**config.mk**
```make
export PLATFORM = sky130hd
export DESIGN_NAME = bcd_display_counter
export DESIGN_NICKNAME = d
export VERILOG_FILES = /design/src/rtl/bcd_display_counter.sv
export SDC_FILE = /design/constraint.sdc
export NUM_CORES = 1
export LEC_CHECK = 0
export ABC_AREA = 1
export BUFFER_PORTS_ARGS = -buffer_cell sky130_fd_sc_hd__buf_2
export CORE_AREA = 2 2 112 114
export DETAILED_ROUTE_END_ITERATION = 6
export DIE_AREA = 0 0 114 116
export HOLD_SLACK_MARGIN = 0.1
export PLACE_DENSITY = 0.62
export SETUP_SLACK_MARGIN = 0.3
export SYNTH_ARGS = -nofsm -noshare
export SYNTH_HDL_FRONTEND = slang
export SYNTH_SLANG_ARGS = --single-unit
```
**constraint.sdc**
```tcl
create_clock -name clk -period 2.8 [get_ports clk]
set_clock_uncertainty 0.15 [all_clocks]
set_input_delay 0.42 -clock clk [delete_from_list [all_inputs] [get_ports clk]]
set_output_delay 0.42 -clock clk [all_outputs]
set_load 0.03 [all_outputs]
```
**src/rtl/bcd_display_counter.sv**
```systemverilog
// Multi-digit BCD up/down counter with load, enable and wrap pulse, driving a
// time-multiplexed common-anode 7-segment display (active-low seg and an).
module bcd_display_counter #(
    parameter int DIGITS   = 4,
    parameter int TICK_DIV = 25_000_000,
    parameter int SCAN_DIV = 50_000
) (
    input  logic                  clk,
    input  logic                  rst_n,
    input  logic                  en,
    input  logic                  up,
    input  logic                  load,
    input  logic [4*DIGITS-1:0]   load_val,
    output logic [4*DIGITS-1:0]   count,
    output logic                  wrap,
    output logic [6:0]            seg,
    output logic [DIGITS-1:0]     an
);

    localparam int PW = (TICK_DIV > 1) ? $clog2(TICK_DIV) : 1;
    localparam int SW = (SCAN_DIV > 1) ? $clog2(SCAN_DIV) : 1;
    localparam int IW = (DIGITS > 1) ? $clog2(DIGITS) : 1;

    localparam logic [PW-1:0] PRE_MAX  = PW'(TICK_DIV - 1);
    localparam logic [SW-1:0] SCAN_MAX = SW'(SCAN_DIV - 1);
    localparam logic [IW-1:0] IDX_MAX  = IW'(DIGITS - 1);

    logic [PW-1:0]         pre;
    logic [SW-1:0]         scan_cnt;
    logic [IW-1:0]         idx;
    logic                  step;
    logic [4*DIGITS-1:0]   inc_val;
    logic [4*DIGITS-1:0]   dec_val;
    logic [4*DIGITS-1:0]   load_clean;
    logic                  carry;
    logic                  borrow;
    logic [3:0]            sel_nib;

    function automatic logic [6:0] decode(input logic [3:0] d);
        case (d)
            4'd0:    decode = 7'b0111111;
            4'd1:    decode = 7'b0000110;
            4'd2:    decode = 7'b1011011;
            4'd3:    decode = 7'b1001111;
            4'd4:    decode = 7'b1100110;
            4'd5:    decode = 7'b1101101;
            4'd6:    decode = 7'b1111101;
            4'd7:    decode = 7'b0000111;
            4'd8:    decode = 7'b1111111;
            4'd9:    decode = 7'b1101111;
            default: decode = 7'b0111111;
        endcase
    endfunction

    assign step = en && (pre == PRE_MAX);

    // Ripple carry/borrow; a carry or borrow out of the top digit is the wrap.
    always_comb begin
        inc_val    = count;
        dec_val    = count;
        load_clean = load_val;
        carry      = 1'b1;
        borrow     = 1'b1;
        for (int i = 0; i < DIGITS; i++) begin
            if (carry) begin
                if (count[4*i +: 4] == 4'd9) begin
                    inc_val[4*i +: 4] = 4'd0;
                end else begin
                    inc_val[4*i +: 4] = count[4*i +: 4] + 4'd1;
                    carry = 1'b0;
                end
            end
            if (borrow) begin
                if (count[4*i +: 4] == 4'd0) begin
                    dec_val[4*i +: 4] = 4'd9;
                end else begin
                    dec_val[4*i +: 4] = count[4*i +: 4] - 4'd1;
                    borrow = 1'b0;
                end
            end
            if (load_val[4*i +: 4] > 4'd9) begin
                load_clean[4*i +: 4] = 4'd0;
            end
        end
    end

    always_ff @(posedge clk or negedge rst_n) begin
        if (!rst_n) begin
            count <= '0;
            pre   <= '0;
            wrap  <= 1'b0;
        end else begin
            wrap <= 1'b0;
            if (load) begin
                count <= load_clean;
                pre   <= '0;
            end else if (step) begin
                count <= up ? inc_val : dec_val;
                wrap  <= up ? carry : borrow;
                pre   <= '0;
            end else if (en) begin
                pre <= pre + PW'(1);
            end
        end
    end

    always_comb begin
        sel_nib = 4'd0;
        for (int i = 0; i < DIGITS; i++) begin
            if (IW'(i) == idx) begin
                sel_nib = count[4*i +: 4];
            end
        end
    end

    // an/seg are registered from idx so both switch together, one edge after idx.
    always_ff @(posedge clk or negedge rst_n) begin
        if (!rst_n) begin
            scan_cnt <= '0;
            idx      <= '0;
            an       <= ~(DIGITS'(1));
            seg      <= 7'b1000000;
        end else begin
            if (scan_cnt == SCAN_MAX) begin
                scan_cnt <= '0;
                idx      <= (idx == IDX_MAX) ? '0 : idx + IW'(1);
            end else begin
                scan_cnt <= scan_cnt + SW'(1);
            end
            an  <= ~(DIGITS'(1) << idx);
            seg <= ~decode(sel_nib);
        end
    end

endmodule
```
# [Word-level counts from Yosys, hierarchy flattened]
# Memory sizes are Yosys's and may differ from the RTL's.
# Index checks and enable logic that the tools add are counted.
[word_totals] reg_bits=71 romBits=112 inputBits=21 out_inout_bits=28 word_cells=103 n_memories=1
[memory_table] name="(name not given)" words=16 word_bits=7 rd=1 rd_ports_with_merged_regs=0 wr=0 line="40" source="case (d)"
[op_classes] add_sub_neg=11 n_lt_le_gt_ge=4 n_eq_ne=13 shift=1 mux=47 bitwise_logic=2 n_reduce_logical=14
[op_table] operator="$mux 4" count=22
[op_table] operator="$mux 25" count=3
[op_table] operator="$mux 16" count=4
[op_table] operator="$add 25x1->25 const B" count=1
[op_table] operator="$eq 25x25->1 const B" count=1
[op_table] operator="$mux 1" count=17
[op_table] operator="$add 16x1->16 const B" count=1
[op_table] operator="$add 4x1->4 const B" count=4
[op_table] operator="$eq 16x16->1 const B" count=1
[op_table] operator="$eq 4x4->1 const B" count=4
[op_table] operator="$gt 4x4->1 const B" count=4
[op_table] operator="$logic_not 4->1" count=4
[op_table] operator="$sub 4x1->4 const B" count=4
[op_table] operator="$reduce_bool 3->1" count=4
[op_table] operator="$ne 3x1->1 const B" count=3
[op_table] operator="$reduce_and 3->1" count=3
[op_table] operator="$not 7->7" count=1
[op_table] operator="$eq 2x2->1 const A" count=2
[op_table] operator="$not 4->4" count=1
[op_table] operator="$shl 1x2->4 const A" count=1
[op_table] operator="$add 2x1->2 const B" count=1
[op_table] operator="$eq 1x2->1 const A" count=1
[op_table] operator="$eq 2x2->1 const B" count=1
[op_table] operator="$logic_not 2->1" count=1
[op_table] operator="3 further kinds" count=3

# [Longest topological paths before layout]
# Gate-level depths: netlist (run 1).
[logic_depth] ltp_word=8 depth_mapped=14 mapped_depth_nobuf=14

# [Least setup slack after synthesis (run 1)]
# No wires, ideal clock.
[synth_timing] path_kind="reg-to-reg" start="reg idx[1]" end="reg seg[3]" setup_time_ns=0.124 t_arrival_ns=1.752 required_ns=2.526 path_slack_ns=0.773 path_stages_with_launch=11 path_buffers=0 synth_period_minus_slack_ns=2.027 path_cell_list="dfrtp_1 -> inv_1 -> ha_1 -> clkinv_1 -> nand3_1 -> o211ai_1 -> a22oi_1 -> inv_1 -> ha_1 -> nor2_1 -> nor2_1"
[synth_between] elab_chain_len=7 elab_cells_between_ends=10 classes_between="eq/ne: 3; mux: 4; bitwise: 1; reduce/logical: 1; memory: 1"
[synth_lines] element="start, declared" line="30" source="logic [IW-1:0] idx;"
[synth_lines] element="start signal, assigned" line="126" source="idx <= (idx == IDX_MAX) ? '0 : idx + IW'(1);"
[synth_lines] element="$logic_not 2->1" line="110" source="if (IW'(i) == idx) begin"
[synth_lines] element="$mux 4 (3 in series)" line="110"
[synth_lines] element="$mux 4 *" line="110"
[synth_lines] element="$mem_v2 16x7 *"
[synth_lines] element="$not 7->7 *" line="131" source="seg <= ~decode(sel_nib);"
[synth_lines] element="end signal, assigned" line="131"
[synth_lines] element="end, declared" line="16" source="output logic [6:0] seg,"
# Every way passes the cells marked *; elsewhere a longest branch is shown, timed or not.
# A chain may end at the register's enable or synchronous reset.

# [Worst setup path after layout (run 1)]
# Same ends and word-level chain as after synthesis.

==> results of run 1 <==
==> final timing paths <==
path	startpoint	end	slack [ns]	cells past startpoint
setup / recovery	idx[1]	seg[3]	0.54	10
max in group asynchronous	rst_n	scan_cnt[2]	1.83	1
hold reg to reg	scan_cnt[0]	scan_cnt[0]	0.32	1
hold / removal	rst_n	pre[9]	0.06	1
setup reg to reg	idx[1]	seg[3]	0.54	10
min in group clk	en	pre[11]	0.26	3
==> state kept, by name (all words and copies together), names as in the netlist <==
name / flops
idx: 2
seg: 7
pre: 25
scan_cnt: 16
wrap: 1
count: 16
an: 4
==> area by class of cell <==
| cell class | count | area (um2) | area share |
|---|---|---|---|
| repair buffers | 50 | 258 | 0.0475 |
| clock buffers | 11 | 243 | 0.0447 |
| clock inverters | 5 | 81.3 | 0.0150 |
| multi-input cells | 531 | 2520 | 0.464 |
| well taps | 147 | 184 | 0.0339 |
| flip-flops and latches | 71 | 1780 | 0.328 |
| inverters | 97 | 364 | 0.0670 |
==> worst max-delay path: stages (launching register included) <==
cell,delay [ns]
dfrtp_1,0.40
inv_1,0.10
ha_1,0.15
clkinv_1,0.19
nand3_1,0.15
o211ai_1,0.09
a22oi_1,0.33
inv_1,0.12
ha_1,0.31
nor2_1,0.11
nor2_1,0.06
==> power groups by stage <==
stage                     registers [mW]  logic (mW)  clock network, mW
after detailed placement            1.26       0.795                  0
after floorplan                     1.37       0.429                  0
after CTS                           1.24       0.798               1.29
after global routing                1.26       0.895               1.33
final                               1.24       0.793               1.25
after global placement              1.26       0.782                  0
==> metal layers <==
metal,global-route usage,routed length [um],vias to the layer above
met5,0,0,-
met4,0.0642,240,0
met3,0.0528,658,18
met2,0.337,5860,115
met1,0.251,5550,2203
li1,-,-,2376
==> per-stage QoR <==
stage / power (mW) / setup WS (ns) / cells
3_3_place_gp: 2.04 / 0.656 / 896
2_1_floorplan: 1.80 / 0.773 / 708
3_5_place_dp: 2.06 / 0.533 / 896
6_report: 3.29 / 0.538 / 912
4_1_cts: 3.33 / 0.532 / 912
5_1_grt: 3.49 / 0.303 / 912
==> cells by family after synthesis <==
kind of cell / after synthesis / share of synthesized area
AO/OA/AOI/OAI: 74 / 0.0824
XOR/XNOR: 9 / 0.0166
adder cells (fa/ha/maj): 10 / 0.0264
buffers and inverters: 106 / 0.0924
flip-flops: 71 / 0.376
AND/OR/NAND/NOR: 438 / 0.406
==> Yosys cell counts (all sizes together) <==
| library cell | n | share of area |
|---|---|---|
| clkinv | 2 | 0.0016 |
| a31oi | 1 | 0.0013 |
| dfstp | 4 | 0.022 |
| nor2 | 109 | 0.098 |
| xor2 | 8 | 0.015 |
| clkbuf | 3 | 0.0024 |
| dfrtp | 67 | 0.35 |
| and3 | 2 | 0.0026 |
| nand2 | 211 | 0.17 |
| buf | 6 | 0.013 |
| inv | 95 | 0.075 |
| o21ai | 42 | 0.044 |
| a21oi | 23 | 0.024 |
| nand3b | 1 | 0.0016 |
| nand3 | 80 | 0.086 |
| nor4 | 1 | 0.0013 |
| a22oi | 1 | 0.0016 |
| nand4 | 17 | 0.022 |
| o211ai | 6 | 0.0095 |
| ha | 10 | 0.026 |
| nor3b | 2 | 0.0042 |
| o22ai | 1 | 0.0013 |
| xnor2 | 1 | 0.0018 |
| nor3 | 15 | 0.019 |
==> flow_metrics.env, run 1 <==
export IMPL_status="completed"
export IMPL_p_sw_mw=1.14
export IMPL_firstDrtPassIters=5
export IMPL_powerDensity_mw_per_mm2=606
export IMPL_routed_wirelength_um=12300
export IMPL_synthesis_nets=739
export IMPL_via_per_inst=5.17
export IMPL_layout_commonest_cell="nand2_1"
export IMPL_drive_gt1_frac=0.119
export IMPL_cts_tree="built"
export IMPL_comb_power_share=0.241
export IMPL_ys_types=36
export IMPL_fin_util=0.456
export IMPL_vdd_ir_drop_worst_mv=0.345
export IMPL_fmax_mhz=442
export IMPL_die_height_um=116
export IMPL_diodes=0
export IMPL_antenna_found_initial=0
export IMPL_dpl_cell_area_mm2=0.00511
export IMPL_max_slew_margin=0.388
export IMPL_grt_start_max_net_pins=72
export IMPL_synth_area_mm2=0.00474
export IMPL_crit_path_end_kind="register"
export IMPL_place_congestion=0.888
export IMPL_syn_to_final_growth_pct=14.6
export IMPL_path_class="reg2reg"
export IMPL_hold_slack_ns=0.0591
export IMPL_critPathArrivalTime_ns=2.33
export IMPL_cap_violations=0
export IMPL_design_area_mm2=0.00543
export IMPL_clkTransAtPathRegs_ns=0.06
export IMPL_swShare=0.346
export IMPL_remaining_drc_errors=0
export IMPL_cts_buffer_depth=2
export IMPL_num_io_pins=49
export IMPL_power_frac_seq=0.378
export IMPL_clk_latency_ns=0.34
export IMPL_fin_nets=791
export IMPL_ys_seq_elements=71
export IMPL_leakagePower_nw=2.68
export IMPL_pwr_share_clk=0.381
export IMPL_cts_htree_levels=3
export IMPL_final_hold_viol_count=0
export IMPL_std_cell_rows=40
export IMPL_required_ns=2.87
export IMPL_yosysWarningCount=0
export IMPL_min_path_type="in2async"
export IMPL_die_x_um=114
export IMPL_track_usage=0.200
export IMPL_dieArea_mm2=0.0132
export IMPL_p_int_mw=2.15
export IMPL_core_mm2=0.0119
export IMPL_slew_viol_final=0
export IMPL_cp_start_kind="register"
export IMPL_gr_total_overflow=0
export IMPL_cts_hold_buf=0
export IMPL_path_max_fanout=9
export IMPL_yosysSeqAreaShare=0.376
export IMPL_first_global_vias=4498
export IMPL_grt_pass1_wl_um=20900
export IMPL_cts_made_buffers=9
export IMPL_tightest_slew_ns=0.918
export IMPL_avgRoutedWirePerCell_um=13.5
export IMPL_drt_initial_drc_count=361
export IMPL_clkSinkCount=71
export IMPL_place_hpwl_um=9280
export IMPL_start_util=0.398
export IMPL_postRouteAntennaNets=0
export IMPL_fin_crit_ns=2.26
export IMPL_cts_root_buf="clkbuf_16"
export IMPL_via_count=4712
export IMPL_io_buffers=48
export IMPL_syn_inst=708
export IMPL_grt_setup_unrepaired="false"
export IMPL_setup_tns_ns=0
export IMPL_post_cts_setup_buffers=0
export IMPL_syn_avg_cell_area_um2=6.69
export IMPL_finalCritPeriodShare=0.808
export IMPL_setup_violations=0
export IMPL_fill_cells=1250
export IMPL_cts_repair_resized=0
export IMPL_mostFrequentLayoutCells="nand2_1 (207), nor2_1 (99), inv_1 (91), nand3_1 (79), dfrtp_1 (67)"
No activity file was read; power rests on OpenSTA's default activity.
==> inputs of run 2 (changes only) <==
==> constraint.sdc (replaced) <==
create_clock -name clk -period 2.37 [get_ports clk]
set_clock_uncertainty 0.15 [all_clocks]
set_input_delay 0.3555 -clock clk [delete_from_list [all_inputs] [get_ports clk]]
set_output_delay 0.3555 -clock clk [all_outputs]
set_load 0.03 [all_outputs]
==> run 2 against run 1 <==
Effect of this change:
- total power up 18%
- clock-buffer cell count up 1
- critical path depth down 1
- combinational power up 22%
- critical path type unchanged
- sequential share of layout area down 0.58 points
- first-iteration DRC count down 13%
- global-route usage down 0.41 points
- largest power group is now sequential cells
- wire length down 1.5%
- utilization up 0.85 points
==> flow_metrics.env, run 2 (same netlist as run 1, synthesis figures left out) <==
export IMPL_cts_root_buf="clkbuf_16"
export IMPL_finalPower_mw=3.89
export IMPL_firstDrtPassIters=5
export IMPL_slew_viol_final=0
export IMPL_setup_violations=0
export IMPL_via_count=4739
export IMPL_cts_htree_levels=3
export IMPL_first_global_vias=4529
export IMPL_min_path_type="in2reg"
export IMPL_vdd_ir_drop_worst_mv=0.702
export IMPL_fin_util=0.464
export IMPL_required_ns=2.45
export IMPL_reg_top3="pre x25, count x16, scan_cnt x16"
export IMPL_syn_to_final_growth_pct=16.7
export IMPL_hold_slack_ns=0.182
export IMPL_setup_tns_ns=0
export IMPL_dieArea_mm2=0.0132
export IMPL_die_x_um=114
export IMPL_std_cell_rows=40
export IMPL_mostFrequentLayoutCells="nand2_1 (207), nor2_1 (99), inv_1 (90), nand3_1 (79), dfrtp_1 (66)"
export IMPL_fin_nets=798
export IMPL_path_class="reg2reg"
export IMPL_drive_gt1_frac=0.135
export IMPL_leakagePower_nw=2.72
export IMPL_final_hold_viol_count=0
export IMPL_grt_start_max_net_pins=44
export IMPL_routed_wirelength_um=12100
export IMPL_max_slew_margin=0.728
export IMPL_clkTransAtPathRegs_ns=0.06
export IMPL_fin_crit_ns=1.92
export IMPL_clk_latency_ns=0.34
export IMPL_powerDensity_mw_per_mm2=702
export IMPL_place_congestion=0.930
export IMPL_via_per_inst=5.16
export IMPL_crit_path_end_kind="register"
export IMPL_tightest_slew_ns=0.407
export IMPL_die_height_um=116
export IMPL_clkSinkCount=71
export IMPL_path_max_fanout=5
export IMPL_cap_violations=0
export IMPL_drt_initial_drc_count=313
export IMPL_core_mm2=0.0119
export IMPL_grt_setup_unrepaired="true"
export IMPL_gr_total_overflow=0
export IMPL_postRouteAntennaNets=0
export IMPL_track_usage=0.196
export IMPL_avgRoutedWirePerCell_um=13.2
export IMPL_cts_tree="built"
export IMPL_remaining_drc_errors=0
export IMPL_grt_pass1_wl_um=20600
export IMPL_cts_buffer_depth=2
export IMPL_status="completed"
export IMPL_fmax_mhz=520
export IMPL_diodes=0
export IMPL_layout_commonest_cell="nand2_1"
export IMPL_largest_register="pre"
export IMPL_place_hpwl_um=9240
export IMPL_antenna_found_initial=0
export IMPL_cts_made_buffers=9
export IMPL_start_util=0.398
export IMPL_cp_start_kind="register"
export IMPL_num_io_pins=49
export IMPL_finalCritPeriodShare=0.811
export IMPL_critPathArrivalTime_ns=2.00
export IMPL_io_buffers=48
export IMPL_largest_reg_flops=25
## run 2: path summary, 6_finish.rpt
kind                       slack [ns]   startpoint  cells past startpoint           to
hold / removal                   0.18           en                      3      pre[11]
hold reg to reg                  0.31  scan_cnt[0]                      1  scan_cnt[0]
max in group asynchronous        1.10        rst_n                      3        an[3]
min in group asynchronous        0.33        rst_n                      2      pre[11]
setup reg to reg                 0.45       idx[0]                      9       seg[3]
setup / recovery                 0.45       idx[0]                      9       seg[3]
## run 2: area by class of cell
class | instances | area (um2)
clock buffers | 12 | 267
clock inverters | 4 | 52.6
fillers | 1168 | 6380
inverters | 97 | 367
multi-input cells | 531 | 2550
flip-flops and latches | 71 | 1780
well taps | 147 | 184
repair buffers | 57 | 325
## run 2: report_power, final
group / switching, mW / leakage (nW) / total, mW / internal (mW)
logic: 0.668 / 1.63 / 0.967 / 0.299
registers: 0.163 / 0.935 / 1.48 / 1.32
clock network: 0.534 / 0.159 / 1.44 / 0.903
## run 2: layer usage
metal / wire length [um] / part of all wire / GRT usage / vias up
li1: - / - / - / 2395
met1: 5570 / 0.46 / 0.249 / 2189
met2: 5620 / 0.46 / 0.316 / 132
met3: 656 / 0.054 / 0.0465 / 23
met4: 273 / 0.023 / 0.0927 / 0
met5: 0 / 0 / 0 / -
## run 2: critical path, cell delays in order (launching register included)
cell	delay [ns]
dfrtp_1	0.37
inv_1	0.09
ha_1	0.27
inv_2	0.11
o211ai_1	0.11
a22oi_2	0.16
inv_1	0.08
ha_1	0.30
nor2_1	0.11
nor2_1	0.06
## run 2: through the flow
stage | setup slack [ns] | cell area (um2) | instances
after floorplan | 0.343 | 4740 | 708
after global placement | 0.248 | 5160 | 901
after detailed placement | 0.143 | 5160 | 901
after CTS | 0.314 | 5490 | 918
after global routing | 0.271 | 5530 | 919
final | 0.448 | 5530 | 919
## run 2: what timing repair did
| action | CTS | global route |
|---|---|---|
| setup endpoints to repair | 6 | 38 |
| cloned | 0 | 0 |
| resized for setup | 3 | 10 |
| endpoints found under the hold margin | 27 | 0 |
| hold buffers | 1 | 0 |
| setup buffers | 0 | 1 |
